**config.mk**
```make
export PLATFORM = sky130hd
export DESIGN_NAME = pc_sequencer
export DESIGN_NICKNAME = d
export VERILOG_FILES = /design/src/rtl/pc_sequencer.sv
export SDC_FILE = /design/constraint.sdc
export NUM_CORES = 1
export LEC_CHECK = 0
export BUFFER_PORTS_ARGS = -buffer_cell sky130_fd_sc_hd__buf_2
export CORE_MARGIN = 1
export CORE_UTILIZATION = 53
export DETAILED_ROUTE_END_ITERATION = 16
export GPL_TIMING_DRIVEN = 0
export PLACE_DENSITY = 0.86
export SYNTH_ARGS = -nofsm -noshare
export SYNTH_HDL_FRONTEND = slang
export SYNTH_SLANG_ARGS = --single-unit
```
**constraint.sdc**
```tcl
create_clock -name clk -period 5.1 [get_ports clk]
set_input_delay 0.255 -clock clk [delete_from_list [all_inputs] [get_ports clk]]
set_output_delay 0.255 -clock clk [all_outputs]
set_load 0.01 [all_outputs]
```
**src/rtl/pc_sequencer.sv**
```systemverilog
// Fetch-side architectural state for the single-cycle core: program counter,
// N/Z/V flags, run/halt control and a saturating retired-instruction count.
module pc_sequencer #(
  parameter int              PC_W     = 16,
  parameter logic [PC_W-1:0] RESET_PC = '0
) (
  input  logic            clk,
  input  logic            rst,
  input  logic            start,
  output logic            fetch_req,
  output logic [PC_W-1:0] pc,
  output logic [PC_W-1:0] pc_plus1,
  input  logic            instr_vld,
  input  logic            hlt,
  input  logic            alt_pc_ctrl,
  input  logic [PC_W-1:0] alt_pc,
  input  logic            flag_we,
  input  logic            alu_n,
  input  logic            alu_z,
  input  logic            alu_v,
  output logic            n_flag,
  output logic            z_flag,
  output logic            v_flag,
  output logic            wb_en,
  output logic            halted,
  output logic [PC_W-1:0] retired,
  output logic [1:0]      fsm_state
);

  typedef enum logic [1:0] {
    IDLE = 2'd0,
    RUN  = 2'd1,
    HALT = 2'd2
  } state_t;

  state_t          state;
  state_t          state_nxt;
  logic            run;
  logic            commit;
  logic            halt_req;
  logic [PC_W-1:0] pc_nxt;

  // Fetch handshake: fetch_req is high for the whole of RUN, presenting pc;
  // an instruction is consumed only in a cycle where instr_vld is also high.
  // A low instr_vld is a wait state of any length and changes nothing.
  assign run       = (state == RUN);
  assign fetch_req = run;
  assign commit    = run & instr_vld & ~hlt;
  assign halt_req  = run & instr_vld & hlt;
  assign wb_en     = commit;
  assign halted    = (state == HALT);
  assign fsm_state = state;
  assign pc_plus1  = pc + PC_W'(1);

  // Select is a clean 0 whenever the branch is not taken, so alt_pc never leaks.
  assign pc_nxt = alt_pc_ctrl ? alt_pc : pc_plus1;

  always_comb begin
    state_nxt = state;
    case (state)
      IDLE:    if (start) state_nxt = RUN;
      RUN:     if (halt_req) state_nxt = HALT;
      HALT:    state_nxt = HALT;
      default: state_nxt = IDLE;
    endcase
  end

  always_ff @(posedge clk or posedge rst) begin
    if (rst) begin
      state   <= IDLE;
      pc      <= RESET_PC;
      n_flag  <= 1'b0;
      z_flag  <= 1'b0;
      v_flag  <= 1'b0;
      retired <= '0;
    end else begin
      state <= state_nxt;
      if (commit) begin
        pc <= pc_nxt;
        if (flag_we) begin
          n_flag <= alu_n;
          z_flag <= alu_z;
          v_flag <= alu_v;
        end
        if (retired != '1) retired <= retired + PC_W'(1);
      end
    end
  end

endmodule

```
==> results of run 1 <==
[Yosys cell counts (all sizes together), types with 3 or more instances]
library cell	n	area share
o21ai	12	0.027
xnor2	11	0.043
inv	12	0.020
buf	6	0.012
nor2b	3	0.0085
nand3	19	0.043
a2bb2oi	4	0.016
mux2i	4	0.018
nor2	9	0.016
o22ai	3	0.0085
a31oi	3	0.0085
nor3	14	0.032
ha	5	0.028
mux2	6	0.030
xor2	15	0.059
nand4	9	0.032
clkbuf	8	0.014
nor4	10	0.035
nand2	16	0.027
dfrtp	37	0.42
a21oi	13	0.029
[per-layer routing]
layer,GRT usage,routed length (um)
met4,0.125,104
met2,0.420,2700
met1,0.348,2360
met5,0,0
met3,0.0668,393
[registers in the layout, indices dropped and copies added (netlist names)]
register	cells
fsm_state	2
n_flag	1
pc	16
retired	16
v_flag	1
z_flag	1
[metrics by stage]
step                hold slack [ps]  instances
detailed placement              442        369
global route                    151        377
finish                         81.7        377
floorplan                       400        239
global placement                485        369
CTS                             117        377
[worst reg2reg max path: cells and delay by family, from the launching register on]
family                     cells  cell delay, ps
buffers and inverters          4            1190
AOI/OAI and AO/OA              1             170
and+or+nand+nor                1             130
adders and majority gates      1             200
DFF                            1             380
[cell families (layout without fill, tap and decap cells)]
group           count (synthesis)  count (layout)  synth area share
flops                          37              37             0.417
mux                            10              10            0.0484
fa+ha+maj                       5               5            0.0282
compound gates                 44              44             0.125
buf+inv                        26             114            0.0468
xor+xnor                       26              26             0.103
simple gates                   91              91             0.232
[area by class of cell]
| cell class | count | area [sq um] |
|---|---|---|
| Tap cell | 50 | 62.6 |
| Buffer | 14 | 58.8 |
| Inverter | 12 | 45.0 |
| Sequential cell | 37 | 926 |
| Fill cell | 335 | 1220 |
| Clock buffer | 6 | 82.6 |
| Timing Repair Buffer | 80 | 400 |
| Clock inverter | 2 | 13.8 |
| Multi-Input combinational cell | 176 | 1190 |
[final timing paths]
| kind | start | to | slack [ps] | depth (start not counted) |
|---|---|---|---|---|
| setup / recovery | pc[0] | pc_plus1[14] | 2540 | 5 |
| hold / removal | rst | pc[9] | 80 | 2 |
| setup reg to reg | fsm_state[1] | pc[1] | 2900 | 7 |
| hold reg to reg | retired[10] | retired[10] | 520 | 1 |
| max in group asynchronous | rst | pc[2] | 4530 | 2 |
| min in group clk | alt_pc[0] | pc[0] | 190 | 3 |
[power breakdown]
part	internal, W	switching, W
clock	0.000110	0.000114
sequential	0.000374	0.0000915
combinational	0.000227	0.000286
total	0.000711	0.000491
[layout by cell type, fill, tap and decap left out, types with 11 or more instances in the layout]
| master | n |
|---|---|
| dfrtp_1 | 37 |
| nor3_1 | 14 |
| xnor2_1 | 11 |
| inv_1 | 11 |
| xor2_1 | 15 |
| nand3_1 | 19 |
| nand2_1 | 16 |
| o21ai_0 | 12 |
| buf_2 | 84 |
| a21oi_1 | 13 |
==> out/qor.txt, run 1 <==
Post-route ant nets: 0
DRC viols: 0
Period utilisation layout: 0.502
Drt pass-1 iters: 4
Crit-path slowest cell: nor4_1
Placed Area: 2680 sq um
CTS tree: yes
Wirelength per Cell: 14.7 um
Final worst slack: 2540 ps
Synth Instances: 239
Post CTS Setup Buffer Count: 0
Syn avg cell area: 9.29 sq um
Netlist Area Pre-Place: 2220 sq um
Post-DP HPWL: 4010 um
Tot Pwr: 0.00120 W
Clock Path Buffers: 2
Vias: 2169
Clock Skew: 12.0 ps
Final setup viols: 0
Sequential-to-total area share from yosys stat: 0.417
Synthesized Nets: 270
First-pass GRT wire length: 8720 um
Worst Path Max Fanout: 9
Crit path largest cell delay: 580 ps
Crit path DAT: 2310 ps
Outcome: complete, no violations
Worst-Margin Slew: 759 ps
P&R area growth vs syn: 25.2%
Htree depth: 2
Worst-Skew Late Latency: 300 ps
Register bit total from synthesis: 37
Post-synthesis cell type count: 42
Vias in the first global route: 1926
Critical path buffer and inverter count: 1
Pre-CTS setup slack: 2900 ps
RSZ-0062 raised after global routing: false
Final Hold Fails: 0
Row cnt: 23
Post-route cell area: 2780 sq um
Largest net degree at the start of global routing: 38
Number of synthesized flops with an enable pin: 0
Setup TNS: 0 ps
# resized after CTS: 0
Num CTS Buffers: 5
Setup crit end kind: primary output
Synth warn: 0
Core area: 4000 sq um
CP Data Required Time: 4850 ps
Ys flop type: dfrtp_1
Share of layout cells above drive strength 1: 0.321
Max-slew headroom: 0.494
Starting density of the core: 0.555
Pins Over Slew Limit: 0
Port bufs: 80
P per Cell Area: 432 nW/um^2
# diodes: 0
Grt ovf: 0
GRT Overall Usage: 0.269
CTS clock-pin slew for the worst setup and hold paths: 80 ps
Worst hold path class: input port to asynchronous set/reset pin
Die height: 66.7 um
Maxcap violations: 0
Iter 0 DRT Violations: 155
Worst setup SP type: flip-flop
Setup CP Type: flip-flop to primary output
CTS Hold Bufs: 0
Ports: 82
Routed WL: 5550 um
FMAX: 0.390 GHz
Crit path time final: 2560 ps
Root Buffer: clkbuf_8
Die area: 4450 sq um
TritonCTS sink count: 37
Cell Chain, Critical Path: ha_1 > nand3_1 > nor4_1 > xor2_1 > buf_2
VDD IR-drop max: 0.000281 V
# nets final: 357
Cell family with most CP delay: simple AND/OR/NAND/NOR gates
Vias per Instance: 5.75
Die Width: 66.7 um
Final core utilization: 0.695
RD Place Congestion: 0.832
P_leak: 1.37 nW
Synth async-reset ratio: 1.00
Antenna violations before repair: 0
(Power assumes the default switching activity.)
==> inputs of run 2 (changes only) <==
--- a/config.mk
+++ b/config.mk
@@ -7,10 +7,10 @@
 export LEC_CHECK = 0
 export BUFFER_PORTS_ARGS = -buffer_cell sky130_fd_sc_hd__buf_2
 export CORE_MARGIN = 1
-export CORE_UTILIZATION = 53
+export CORE_UTILIZATION = 45
 export DETAILED_ROUTE_END_ITERATION = 16
 export GPL_TIMING_DRIVEN = 0
-export PLACE_DENSITY = 0.86
+export PLACE_DENSITY = 0.78
 export SYNTH_ARGS = -nofsm -noshare
 export SYNTH_HDL_FRONTEND = slang
 export SYNTH_SLANG_ARGS = --single-unit
==> constraint.sdc (replaced) <==
create_clock -name clk -period 2.2 [get_ports clk]
set_input_delay 0.11 -clock clk [delete_from_list [all_inputs] [get_ports clk]]
set_output_delay 0.11 -clock clk [all_outputs]
set_load 0.01 [all_outputs]
==> run 2 against run 1 <==
Clock power rose by 120%. Non-clock buffer count is 4 higher. Worst setup slack worse by 2500 ps.
==> out/qor.txt, run 2 (same netlist as run 1, synthesis figures left out) <==
Crit path time final: 2190 ps
GRT Overall Usage: 0.224 (-0.0449)
Starting density of the core: 0.470 (-0.0850)
Clock Skew: 8.06 ps (-3.95 ps)
Worst Hold End: n_flag
Die height: 72.3 um (+8.3%)
Outcome: complete, no violations
Crit-path slowest cell: nor4_1
FF/Latch Area: 927 sq um (+0.14%)
P&R area growth vs syn: 29.2%
Post-DP HPWL: 4030 um (+0.51%)
Num CTS Buffers: 5 (unchanged)
VDD IR-drop max: 0.000455 V (+62%)
Post-route cell area: 2870 sq um (+3.2%)
Maxcap violations: 0 (unchanged)
Grt ovf: 0 (unchanged)
Reg2Reg Depth: 9 (+2)
Sw frac: 0.417 (+0.00855)
Root Buffer: clkbuf_8
Vias: 2140 (-1.3%)
Pins Over Slew Limit: 0 (unchanged)
First-pass GRT wire length: 9030 um (+3.5%)
Core area: 4720 sq um (+18%)
Final Hold Fails: 0 (unchanged)
Critical path buffer and inverter count: 2 (+1)
Tot Pwr: 0.00281 W (+130%)
Final setup viols: 0 (unchanged)
Setup crit end kind: primary output
Post-route ant nets: 0 (unchanged)
Clock share of power: 0.177 (-0.009)
Most frequent cells in the layout: buf_2, dfrtp_1, nand3_1
Net load switching power: 0.00117 W (+140%)
# diodes: 0 (unchanged)
Pint: 0.00164 W (+130%)
CTS clock-pin slew for the worst setup and hold paths: 80 ps (about the same)
Reg2reg setup slack: 240 ps (-2660 ps)
Wirelength per Cell: 14.1 um (-4.4%)
DRC viols: 0 (unchanged)
Placed Area: 2710 sq um (+0.79%)
Cell Chain, Critical Path: buf_2 > nand4_1 > nor4_1 > xor2_1 > buf_2
Worst hold path class: input port to flip-flop
Die area: 5220 sq um (+17%)
Largest net degree at the start of global routing: 38 (unchanged)
Row cnt: 25 (+8.7%)
Worst setup SP type: flip-flop
Worst-Margin Slew: 804 ps (+45.7 ps)
Vias in the first global route: 1897 (-1.5%)
Min-delay src: alu_n
Die Width: 72.3 um (+8.3%)
Ports: 82 (unchanged)
P_leak: 1.38 nW (+1.0%)
Iter 0 DRT Violations: 150 (-3.2%)
Period utilisation layout: 0.997
Setup CP Type: flip-flop to primary output
RSZ-0062 raised after global routing: true
Layout fillers: 423 (+26%)
Worst Path Max Fanout: 8 (-1)
Drt pass-1 iters: 7 (+3)
CP Data Required Time: 2090 ps (-2760 ps)
Most common cell after layout, fill and taps aside: buf_2
RD Place Congestion: 0.787 (-5.4%)
Share of layout cells above drive strength 1: 0.350 (+0.0294)
Crit path top cell by count: buf_2
Htree depth: 2 (unchanged)
Multi-input combinational cell area: 1220 sq um (+2.5%)
Seq pwr share: 0.384 (-0.003)
Routed WL: 5600 um (+0.90%)
Max-slew headroom: 0.463 (-0.0305)
Crit path largest cell delay: 590 ps (about the same)
Worst-Skew Late Latency: 300 ps (about the same)
Hold Path Depth: 2
R2R Path End: pc[8]
Clock Path Buffers: 2 (unchanged)
Setup TNS: 0 ps (unchanged)
Comb pwr share: 0.439 (+0.012)
# nets final: 361 (+1.1%)
Port bufs: 80 (unchanged)
Final core utilization: 0.607 (-0.0876)
Cell family with most CP delay: simple AND/OR/NAND/NOR gates
P per Cell Area: 979 nW/um^2 (+130%)
Reg-to-Reg Start: fsm_state[1]
CTS tree: yes
Antenna violations before repair: 0 (unchanged)
TritonCTS sink count: 37 (unchanged)
Crit path DAT: 2080 ps (-230 ps)
Vias per Instance: 5.38 (-6.5%)
FMAX: 0.456 GHz
==> run 2: cell types whose count changed in the layout (fill, tap and decap cells not counted), moves of 2 or more <==
cell / previous run / this run
buf_1: 2 / 0
clkbuf_2: 1 / 3
clkinvlp_4: 0 / 2
buf_4: 0 / 4
==> run 2: cell type report <==
cell class	instances	share of cell area
clock inverter	3	0.00741
buffer	13	0.0201
multi-input combinational	176	0.426
inverter	12	0.0170
clock buffer	5	0.0240
tap	67	0.0292
timing repair buffer	85	0.154
sequential	37	0.323
==> run 2: metal layers <==
layer | share of wire | global-route usage | vias up
met5 | 0 | 0 | -
li1 | - | - | 1048
met4 | 0.010 | 0.0719 | 0
met1 | 0.47 | 0.306 | 1017
met3 | 0.049 | 0.0472 | 6
met2 | 0.48 | 0.356 | 69
==> run 2: worst max-delay path by stage <==
stage / startpoint / end / slack [ps] / cells after the start
floorplan: fsm_state[1] / retired[15] / 300 / 6
global placement: fsm_state[1] / pc[1] / 30 / 7
detailed placement: fsm_state[1] / pc[2] / 30 / 7
CTS: pc[0] / pc_plus1[14] / 5 / 5
global route: pc[8] / pc_plus1[15] / -120 / 4
finish: pc[6] / pc_plus1[13] / 7 / 5
==> run 2: stage by stage <==
step / hold WS [ps] / instances / worst slack, ps
3_5_place_dp: 318 / 386 / 30.0
2_1_floorplan: 255 / 239 / 297
5_1_grt: 28.9 / 398 / -122
6_report: 41.1 / 398 / 6.95
4_1_cts: 33.3 / 394 / 5.14
3_3_place_gp: 342 / 386 / 31.4
==> run 2: what timing repair did <==
action                                 CTS  global route
resized for setup                        3             7
gates cloned                             0             0
setup endpoints to repair                5            23
setup buffers                            0             4
pin swaps                                0             2
endpoints found under the hold margin   37             0
hold buffers                             1             0
==> run 2: power groups by stage <==
stage               Sequential [W]  Clock, W  Combinational (W)
floorplan                  0.00115         0           0.000659
global placement           0.00108         0            0.00117
detailed placement         0.00109         0            0.00120
CTS                        0.00107  0.000509            0.00121
global route               0.00112  0.000531            0.00137
finish                     0.00108  0.000496            0.00123
==> inputs of run 3 (changes only) <==
--- a/config.mk
+++ b/config.mk
@@ -7,10 +7,11 @@
 export LEC_CHECK = 0
 export BUFFER_PORTS_ARGS = -buffer_cell sky130_fd_sc_hd__buf_2
 export CORE_MARGIN = 1
-export CORE_UTILIZATION = 45
+export CORE_UTILIZATION = 46
+export CTS_BUF_LIST = sky130_fd_sc_hd__clkbuf_8
 export DETAILED_ROUTE_END_ITERATION = 16
 export GPL_TIMING_DRIVEN = 0
-export PLACE_DENSITY = 0.78
+export PLACE_DENSITY = 0.79
 export SYNTH_ARGS = -nofsm -noshare
 export SYNTH_HDL_FRONTEND = slang
 export SYNTH_SLANG_ARGS = --single-unit
==> run 3 against run 2 <==
Final cell count decreased by 4.5%. First-iteration DRC count is 4.7% higher. Routed wire length decreased by 2.3%. Flip-flop and latch count is the same. Highest routed layer unchanged. Critical path type unchanged. Die area shrank 2.1%. Global-route usage is 0.12 points lower. Clock power is 4.8% higher. Power is 1.0% higher. Worst hold slack improved by 10 ps. Critical path depth is the same. Cell area shrank 0.26%. Non-clock buffer count is 3 lower.
==> out/qor.txt, run 3 (same netlist as run 1, synthesis figures left out) <==
Final worst slack: 65.1 ps (+58.1 ps)
Die height: 71.5 um (-1.1%)
Outcome: complete, no violations
Worst Setup SP: pc[2]
CP Data Required Time: 2090 ps (about the same)
Clock Skew: 4.37 ps (-3.69 ps)
P&R area growth vs syn: 28.8%
CTS clock-pin slew for the worst setup and hold paths: 70 ps (about the same)
Vias in the first global route: 1926 (+1.5%)
Share of layout cells above drive strength 1: 0.354 (+0.00321)
Starting density of the core: 0.493 (+0.0229)
Drt pass-1 iters: 4 (-3)
Reg-to-Reg Start: fsm_state[1]
Maxcap violations: 0 (unchanged)
Reg2reg setup slack: 190 ps (-50 ps)
Min-delay src: alt_pc[0]
Clock Path Buffers: 2 (unchanged)
Row cnt: 24 (-4.0%)
Num CTS Buffers: 5 (unchanged)
Post-DP HPWL: 4060 um (+0.66%)
TritonCTS sink count: 37 (unchanged)
Htree depth: 2 (unchanged)
Reg2Reg Depth: 7 (-2)
Final Hold Fails: 0 (unchanged)
Setup crit end kind: primary output
WP depth: 5 (unchanged)
Root Buffer: clkbuf_8
Post-route ant nets: 0 (unchanged)
Routed WL: 5470 um (-2.3%)
RD Place Congestion: 0.807 (+2.5%)
Vias per Instance: 5.59 (+4.1%)
VDD IR-drop max: 0.000477 V (+4.8%)
Grt ovf: 0 (unchanged)
Antenna violations before repair: 0 (unchanged)
Crit path top cell by count: buf_2
Vias: 2126 (-0.65%)
P_leak: 1.37 nW (-0.52%)
# diodes: 0 (unchanged)
DRC viols: 0 (unchanged)
R2R Path End: z_flag
First-pass GRT wire length: 9030 um (unchanged)
Crit path largest cell delay: 650 ps (+60 ps)
Setup TNS: 0 ps (unchanged)
Most frequent cells in the layout: buf_2, dfrtp_1, nand3_1
Crit-path slowest cell: or4_1
Worst hold path class: input port to flip-flop
Worst-Skew Late Latency: 280 ps (-20 ps)
Tot Pwr: 0.00284 W (+1.0%)
Most common cell after layout, fill and taps aside: buf_2
Cell family with most CP delay: simple AND/OR/NAND/NOR gates
FMAX: 0.468 GHz (+2.7%)
Port bufs: 80 (unchanged)
Iter 0 DRT Violations: 157 (+4.7%)
Critical path buffer and inverter count: 2 (unchanged)
Pins Over Slew Limit: 0 (unchanged)
# nets final: 358 (-0.83%)
Final setup viols: 0 (unchanged)
Cell Chain, Critical Path: buf_2 > nand4_1 > or4_1 > xnor2_1 > buf_2
Die area: 5110 sq um (-2.1%)
GRT Overall Usage: 0.223 (-0.00117)
RSZ-0062 raised after global routing: true
Period utilisation layout: 0.970 (-0.0264)
Core area: 4500 sq um (-4.6%)
CTS tree: yes
Largest net degree at the start of global routing: 38 (unchanged)
Die Width: 71.5 um (-1.1%)
Wirelength per Cell: 14.4 um (+2.3%)
Max-slew headroom: 0.481 (+0.0184)
P per Cell Area: 991 nW/um^2 (+1.3%)
Crit path time final: 2130 ps (-58.1 ps)
Worst-Margin Slew: 777 ps (-27.5 ps)
Setup CP Type: flip-flop to primary output
Worst hold margin: 51.3 ps (+10.1 ps)
Ports: 82 (unchanged)
Hold Path Depth: 3 (+1)
Worst Hold End: pc[0]
Worst setup SP type: flip-flop
Pre-CTS setup slack: 48.2 ps (+18.2 ps)
Worst Path Max Fanout: 8 (unchanged)
Final cell count without fillers: 380 (-4.5%)
Placed Cells: 371 (-3.9%)
Crit path DAT: 2020 ps (-60 ps)
==> run 3: cell types whose count changed in the layout (fill, tap and decap cells not counted), moves of 2 or more <==
cell / delta
buf_4: -3
clkbuf_8: +2
nor4_1: -2
nor4_2: +2
==> run 3: worst min-delay path, cell delays in order <==
cell	delay [ps]
buf_2	70
nand3_1	60
nand2_1	60
==> run 3: what timing repair did <==
action / CTS / global route
pin swaps: 0 / 2
hold buffers: 1 / 0
setup endpoints to repair: 4 / 18
hold endpoints to repair: 35 / 0
setup buffers: 0 / 1
resized for setup: 4 / 10
==> run 3: per-layer routing <==
layer,global-route usage,vias up,routed length (um),part of all wire
li1,-,1043,-,-
met1,0.323,996,2450,0.45
met2,0.349,85,2640,0.48
met3,0.0436,2,363,0.066
met4,0.0501,0,27,0.0049
met5,0,-,0,0
==> run 3: worst max path at each step <==
stage | end | slack, ps
after floorplan | retired[15] | 300
after global placement | pc[1] | 40
after CTS | pc_plus1[13] | 30
after global routing | pc_plus1[11] | -10
after detailed placement | pc[1] | 50
final | pc_plus1[11] | 70
==> run 3: final cells by class <==
| class | instances | area (sq um) |
|---|---|---|
| multi-input combinational | 176 | 1240 |
| sequential | 37 | 927 |
| clock inverter | 1 | 5.00 |
| buffer | 13 | 57.6 |
| tap | 52 | 65.1 |
| fill | 388 | 1640 |
| clock buffer | 7 | 96.3 |
| inverter | 12 | 48.8 |
| timing repair buffer | 82 | 418 |
==> run 3: through the flow <==
stage | cell area, sq um | utilization
floorplan | 2220 | -
global placement | 2690 | 0.596
detailed placement | 2690 | 0.596
CTS | 2820 | 0.625
global route | 2860 | 0.635
finish | 2860 | 0.635
==> run 3: where the power goes <==
group	internal, W	switching [W]	leakage, nW
clock network	0.000283	0.000236	0.0542
logic	0.000541	0.000692	0.870
registers	0.000869	0.000215	0.447
total	0.00169	0.00114	1.37
